<file path="config.mk">
export PLATFORM = sky130hd
export DESIGN_NAME = rst_seq
export DESIGN_NICKNAME = d
export VERILOG_FILES = /design/src/rtl/rst_seq.sv
export SDC_FILE = /design/constraint.sdc
export NUM_CORES = 1
export LEC_CHECK = 0
export ABC_AREA = 1
export BUFFER_PORTS_ARGS = -buffer_cell sky130_fd_sc_hd__buf_2
export CAP_MARGIN = 20
export CORE_UTILIZATION = 40
export CTS_CLUSTER_SIZE = 20
export DETAILED_ROUTE_END_ITERATION = 16
export MAX_ROUTING_LAYER = met4
export PLACE_DENSITY = 0.68
export SLEW_MARGIN = 0
export SYNTH_ARGS = -nofsm -noshare
export SYNTH_HDL_FRONTEND = slang
export SYNTH_SLANG_ARGS = --single-unit
</file>
<file path="constraint.sdc">
create_clock -name clk200 -period 4.5 [get_ports clk200]
set_input_delay 0.9 -clock clk200 [delete_from_list [all_inputs] [get_ports clk200]]
set_output_delay 0.9 -clock clk200 [all_outputs]
set_load 0.005 [all_outputs]
</file>
<file path="src/rtl/rst_seq.sv">
// rtl/rst_seq.sv - staged reset release sequencer with clock-enable and heartbeat
module rst_seq #(
    parameter int NCH       = 4,
    parameter int COLD_W    = 14,
    parameter int STAGE_DLY = 256,
    parameter int DIV       = 2,
    parameter int HB_W      = 27
) (
    input  logic             clk200,
    input  logic             sys_rst_n,
    input  logic             locked,
    input  logic             soft_rst,
    output logic [NCH-1:0]   rst_out,
    output logic             rst_done,
    output logic             clk_en,
    output logic             heartbeat,
    output logic [1:0]       state_o
);

    localparam int SW = (STAGE_DLY > 1) ? $clog2(STAGE_DLY) : 1;
    localparam int IW = (NCH > 1) ? $clog2(NCH) : 1;
    localparam int DW = (DIV > 1) ? $clog2(DIV) : 1;

    localparam logic [1:0] ST_COLD      = 2'd0;
    localparam logic [1:0] ST_WAIT_LOCK = 2'd1;
    localparam logic [1:0] ST_RELEASE   = 2'd2;
    localparam logic [1:0] ST_RUN       = 2'd3;

    localparam logic [SW-1:0] STAGE_LAST = SW'(STAGE_DLY - 1);
    localparam logic [IW-1:0] IDX_LAST   = IW'(NCH - 1);
    localparam logic [DW-1:0] DIV_LAST   = DW'(DIV - 1);

    logic              locked_meta_q;
    logic              locked_s_q;
    logic [1:0]        state_q,     state_d;
    logic [COLD_W-1:0] cold_cnt_q,  cold_cnt_d;
    logic [SW-1:0]     stage_cnt_q, stage_cnt_d;
    logic [IW-1:0]     idx_q,       idx_d;
    logic [NCH-1:0]    rst_out_q,   rst_out_d;
    logic              rst_done_q,  rst_done_d;
    logic [HB_W-1:0]   hb_cnt_q,    hb_cnt_d;
    logic              heartbeat_q, heartbeat_d;
    logic [DW-1:0]     div_cnt_q;
    logic              clk_en_q;
    logic              abort;

    // Bring the asynchronous lock flag into the clk200 domain
    always_ff @(posedge clk200 or negedge sys_rst_n) begin
        if (!sys_rst_n) begin
            locked_meta_q <= 1'b0;
            locked_s_q    <= 1'b0;
        end else begin
            locked_meta_q <= locked;
            locked_s_q    <= locked_meta_q;
        end
    end

    // Loss of lock or a soft request re-arms everything once past the cold phase
    assign abort = !locked_s_q || soft_rst;

    // Sequencer next-state: cold wait, lock wait, staggered release, run
    always_comb begin
        state_d     = state_q;
        cold_cnt_d  = cold_cnt_q;
        stage_cnt_d = stage_cnt_q;
        idx_d       = idx_q;
        rst_out_d   = rst_out_q;
        rst_done_d  = rst_done_q;
        hb_cnt_d    = hb_cnt_q;

        if (state_q == ST_COLD) begin
            // Counter saturates at its terminal value; the cold phase runs only after a hard reset
            if (cold_cnt_q == '1) begin
                state_d = ST_WAIT_LOCK;
            end else begin
                cold_cnt_d = cold_cnt_q + COLD_W'(1);
            end
        end else if (abort) begin
            // Abort wins over any release progress on the same cycle
            state_d     = ST_WAIT_LOCK;
            stage_cnt_d = '0;
            idx_d       = '0;
            rst_out_d   = '1;
            rst_done_d  = 1'b0;
            hb_cnt_d    = '0;
        end else begin
            case (state_q)
                ST_WAIT_LOCK: begin
                    state_d     = ST_RELEASE;
                    stage_cnt_d = '0;
                    idx_d       = '0;
                end
                ST_RELEASE: begin
                    if (stage_cnt_q == STAGE_LAST) begin
                        stage_cnt_d = '0;
                        for (int k = 0; k < NCH; k++) begin
                            if (idx_q == IW'(k)) begin
                                rst_out_d[k] = 1'b0;
                            end
                        end
                        if (idx_q == IDX_LAST) begin
                            state_d    = ST_RUN;
                            rst_done_d = 1'b1;
                        end else begin
                            idx_d = idx_q + IW'(1);
                        end
                    end else begin
                        stage_cnt_d = stage_cnt_q + SW'(1);
                    end
                end
                ST_RUN: begin
                    hb_cnt_d = hb_cnt_q + HB_W'(1);
                end
                default: begin
                    state_d = ST_COLD;
                end
            endcase
        end
    end

    // Heartbeat is only visible while running so the LED stays dark during bring-up
    always_comb begin
        heartbeat_d = (state_d == ST_RUN) && hb_cnt_d[HB_W-1];
    end

    // Sequencer state registers
    always_ff @(posedge clk200 or negedge sys_rst_n) begin
        if (!sys_rst_n) begin
            state_q     <= ST_COLD;
            cold_cnt_q  <= '0;
            stage_cnt_q <= '0;
            idx_q       <= '0;
            rst_out_q   <= '1;
            rst_done_q  <= 1'b0;
            hb_cnt_q    <= '0;
            heartbeat_q <= 1'b0;
        end else begin
            state_q     <= state_d;
            cold_cnt_q  <= cold_cnt_d;
            stage_cnt_q <= stage_cnt_d;
            idx_q       <= idx_d;
            rst_out_q   <= rst_out_d;
            rst_done_q  <= rst_done_d;
            hb_cnt_q    <= hb_cnt_d;
            heartbeat_q <= heartbeat_d;
        end
    end

    // Free-running divider; the pulse lands on edge DIV, 2*DIV, ... after reset release
    always_ff @(posedge clk200 or negedge sys_rst_n) begin
        if (!sys_rst_n) begin
            div_cnt_q <= '0;
            clk_en_q  <= 1'b0;
        end else begin
            div_cnt_q <= (div_cnt_q == DIV_LAST) ? '0 : div_cnt_q + DW'(1);
            clk_en_q  <= (div_cnt_q == DIV_LAST);
        end
    end

    assign rst_out   = rst_out_q;
    assign rst_done  = rst_done_q;
    assign clk_en    = clk_en_q;
    assign heartbeat = heartbeat_q;
    assign state_o   = state_q;

endmodule

</file>
# --- Word level (Yosys, flattened, before mapping) ---
# Index checks and enable logic that the tools add are counted.
totals:
  register_bits: 63
  inputBits: 4
  out_inout_bits: 9
op_classes:
  addsub: 5
  eq_ne: 11
  muxes: 28
  bitwise: 2
  reduce_logical: 21
ops:
  columns: ["op", "n"]
  rows:
  - ["$mux W27", 3]
  - ["$add A27 B1 Y27 const B", 1]
  - ["$reduce_and A4 Y1", 5]
  - ["$mux W2", 8]
  - ["$mux W8", 2]
  - ["$pmux W8 S2", 1]
  - ["$add A14 B1 Y14 const B", 1]
  - ["$eq A14 B14 Y1 const B", 1]
  - ["$reduce_bool A2 Y1", 7]
  - ["$mux W4", 3]
  - ["$eq A2 B2 Y1 const B", 5]
  - ["$mux W1", 9]
  - ["$add A8 B1 Y8 const B", 1]
  - ["$eq A8 B8 Y1 const B", 1]
  - ["$ne A3 B3 Y1 const B", 2]
  - ["$pmux W2 S3", 1]
  - ["$reduce_and A2 Y1", 3]
  - ["$eq A2 B1 Y1 const B", 2]
  - ["$logic_not A2 Y1", 2]
  - ["$pmux W2 S2", 1]
  - ["$reduce_bool A3 Y1", 1]
  - ["$add A2 B1 Y2 const B", 1]
  - ["$not A1 Y1", 2]
  - ["$add A1 B1 Y1 const B", 1]
  - ["3 further kinds", 3]

# --- Depth between registers and ports, before layout ---
depth:
  ltp_word: 8
  mapped_depth: 11
  ltp_nobuf: 11

# --- Worst setup path after synthesis ---
# Ideal clock, no wire load.
synth_path:
  path_type: "in2reg"
  from: "input soft_rst"
  to: "register idx_q[0]"
  setup_time_ns: 0.117
  arrival_ns: 1.691
  t_required_ns: 4.383
  slack_ns: 2.692
  path_stages: 11
  path_buffers: 0
  cell_sequence: "inv_1 > nand2_4 > inv_1 > nand2_4 > clkinv_2 > nand2_1 > inv_2 > nor2_4 > nand2_2 > nand2_1 > nand2_1"
synth_between:
  elab_chain_cells: 3
  word_cells_on_any_way: 6
synth_lines:
  columns: ["element", "line", "text"]
  rows:
  - ["start: declaration", "12", "input logic soft_rst,"]
  - ["$logic_or A1 B1 Y1 (*)", "59", "assign abort = !locked_s_q || soft_rst;"]
  - ["$ne A3 B3 Y1 (no source line) or $reduce_bool A3 Y1 (tied branches)", null, null]
  - ["$reduce_and A4 Y1 (no source line)", null, null]
  - ["end signal: assignment", "141", "idx_q <= idx_d;"]
  - ["end: declaration", "38", "logic [IW-1:0] idx_q, idx_d;"]
# Every way passes the cells marked *; elsewhere a longest branch is shown, timed or not.
# A chain may end at the register's enable or synchronous reset.

# --- Worst setup path in the final report ---
layout_path:
  from: "register state_q[0], in the netlist state_o[0]"
  to: "output state_o[0]"
layout_lines:
  columns: ["element", "line", "text"]
  rows:
  - ["start: declaration", "35", "logic [1:0] state_q, state_d;"]
  - ["start signal: assignment", "138", "state_q <= state_d;"]
  - ["end: declaration", "17", "output logic [1:0] state_o"]
# No word-level cell between the ends.

==> results.md <==
- Clock Pin Slew Worst Setup and Hold Paths: roughly 0.080 ns
- CP bufs+invs: 1
- Area occupied by multi-input gates: 1810 um^2
- Hold Vio Cnt, Final: 0
- Hold-fix buffers, CTS: 0
- Vias per cell: 4.89
- Psw: 0.000537 W
- Switching share of power: approximately a third
- Worst-Skew Late Latency: roughly 0.35 ns
- Nets: 520
- Synth Register Bits: 63
- Mapped Cells: 490
- Crit path DAT: around 1.1 ns
- Hold Crit Depth: 0
- Chip width: between 90 and 100 um
- Filler instances: 878
- Synthesis Warnings: 0
- Die Area: just under 10000 um^2
- HP Start: locked_meta_q$_DFF_PN0_
- Post-route ant nets: 0
- Vias: slightly above 3000
- I/O Pins: 13
- Slowest cell on the critical path: dfrtp_1
- # Max-Cap Violations: 0
- N_diodes: 0
- Share of cells above drive strength 1: 12.8%
- LEAKAGE: 1.88 nW
- Routed WL: 7.58 mm
- First-pass GRT wire length: 13.6 mm
- CTS Buf Count: 9
- Fin crit share: 43.6%
- Core footprint: ~8800 um^2
- Routed wire length per instance: 12.2 um
- CTS HTree Levels: 3
- Global-route usage over all layers: 18.1%
- Cell Int Power: 0.000989 W
- Part of the power in registers: a little under half
- Worst path top cell family by delay: flip-flops
- CP max stage delay: 0.53 ns
- Clk root buf: clkbuf_8
- Dpl cells: 605
- Post-Layout Cell Count: 622
- Worst IR drop on VDD: 0.255 mV
- Worst setup SP type: flop
- Post-Syn Nets: 501
- Synth unique cells: 37
- Post-DP HPWL: 5.37 mm
- Worst slew margin relative to its limit: about 62%
- RSZ-0062 raised after global routing: false
- CTS tree: done
- Outcome: completed
- Initial detailed-routing violation count: 190
- Initial DRT Pass Iterations: 4
- Residual DRC count: 0
- Hold Path Class: flop to flop
- Setup ws final: 2.54 ns
- Rows: 34
- Worst hold slack: approximately 0.35 ns
- Reg-to-Reg Start: state_o[0]$_DFF_PN0_
- Port Buffers: 12
- Setup_tns: 0 ns
- Power share of the clock group: 31.7%
- Cell count of the worst reg-to-reg path: 9
- Critical Path Fanout Max: 4
- Initial Utilization: 41.9%
- Largest net degree at the start of global routing: 44
- Crit end category: output pin
- Combinational power share: 23.2%
- Synth top area share: 39.8%
- Post_cts resized: 0
- F_max: 0.509 GHz
- Critical Path Source: state_o[0]$_DFF_PN0_
- Die H: 98.3 um
- Seq/Total Area, Yosys: a little over two fifths
- CP required: between 3 and 4 ns
- Pre-CTS WS: 2.24 ns
- Clock skew after layout: 0.0111 ns
- Slew @ Worst Pin: roughly 0.57 ns
- Postcts setup bufs: 0
- Antenna violations before repair: 0
- Setup Viol. Count Final: 0
- Mapped cell area: ~3700 um^2
- Final Max Slew Viols: 0
- Critical path type: flop to output pin
- Total grt overflow: 0
- Minimum clock period: 1.96 ns
- Mean Syn Cell Area: 7.56 um^2
- Syn-to-layout area delta: 9.39%
- Number of clock sinks: 63
- Dominant cell type by area after synthesis: dfrtp_1
- Clock Tree Buf Depth: 2
- Cell breakdown of the critical path: buf_2
- Critical path depth: 1
- PwrDens: 377 nW/um^2
- Vias in the first global route: 3057
- RD Place Congestion: just under 0.9
- Largest cells by area after synthesis: dfrtp_1, nand2_1, inv_1
- Reg area: roughly 1600 um^2
[logic make-up after synthesis]
family                   count (synthesis)  synth area share, %
AND/OR/NAND/NOR                        280                 35.0
buffers and inverters                   72                 8.57
flip-flops                              63                 42.7
AO/OA/AOI/OAI                           53                 7.87
XOR/XNOR                                15                 3.55
adder cells (fa/ha/maj)                  7                 2.36
[power by group through the flow]
stage          Clock (W)  Combinational, W  Sequential [W]
2_1_floorplan          0          0.000287        0.000691
3_3_place_gp           0          0.000347        0.000697
3_5_place_dp           0          0.000356        0.000699
4_1_cts         0.000495          0.000357        0.000689
5_1_grt         0.000520          0.000404        0.000698
6_report        0.000484          0.000354        0.000689
[Yosys cell counts (all sizes together)]
cell type  instances
a21oi             18
a22o               2
a2bb2oi            1
a31oi              1
and2               1
buf                6
clkinv             1
dfrtp             59
dfstp              4
ha                 7
inv               65
nand2            162
nand3             32
nand3b             1
nand4             11
nor2              63
nor3               9
nor3b              1
o211ai             1
o21ai             25
o21bai             1
o22ai              4
xnor2              7
xor2               8
[placed cells by master, fill, tap and decap left out, types with 5 or more instances in the layout]
master	Yosys	layout
nor2_2	5	5
ha_1	7	7
nand3_1	31	31
nor2_1	51	51
nand4_1	10	10
xnor2_1	7	7
nand2_4	5	5
nand2_1	153	153
buf_2	0	12
xor2_1	8	8
inv_1	59	59
o21ai_1	7	7
o21ai_0	18	18
nor3_1	7	7
a21oi_1	17	17
dfrtp_1	59	59
clkbuf_8	0	9
nor2_4	7	7
[metal layers]
layer / global-route usage, % / vias to the layer above / wire length, um
li1: - / 1589 / -
met2: 29.0 / 46 / 3460
met5: - / - / 0
met4: 7.81 / 0 / 137
met1: 22.8 / 1395 / 3760
met3: 2.79 / 14 / 226
[layout make-up]
cell class                      instances  share of cell area [%]
Timing Repair Buffer                   14                    2.16
Tap cell                              108                    3.33
Clock buffer                           10                    3.15
Sequential cell                        63                    39.0
Clock inverter                          6                    1.51
Inverter                               66                    6.27
Multi-Input combinational cell        355                    44.6
[state kept, by name (all words and copies together) (netlist names)]
register       flops
clk_en             1
cold_cnt_q        14
div_cnt_q          1
hb_cnt_q          27
heartbeat          1
idx_q              2
locked_meta_q      1
locked_s_q         1
rst_done           1
rst_out            4
stage_cnt_q        8
state_o            2
[final timing paths]
| kind | endpoint | slack [ns] |
|---|---|---|
| max reg2reg | hb_cnt_q[17]$_DFFE_PN0P_ | 2.66 |
| min | locked_s_q$_DFF_PN0_ | 0.35 |
| min in group asynchronous | cold_cnt_q[9]$_DFFE_PN0P_ | 0.44 |
| min reg2reg | locked_s_q$_DFF_PN0_ | 0.35 |
| max in group asynchronous | state_o[1]$_DFF_PN0_ | 3.24 |
| max | state_o[0] | 2.54 |
[stage by stage]
stage	total power (W)	instance area, um^2	utilization, %
2_1_floorplan	0.000978	3710	-
3_3_place_gp	0.00104	3840	43.5
3_5_place_dp	0.00105	3840	43.5
4_1_cts	0.00154	4030	45.6
5_1_grt	0.00162	4050	45.8
6_report	0.00153	4050	45.8
Power figures use the tool's default switching activity.
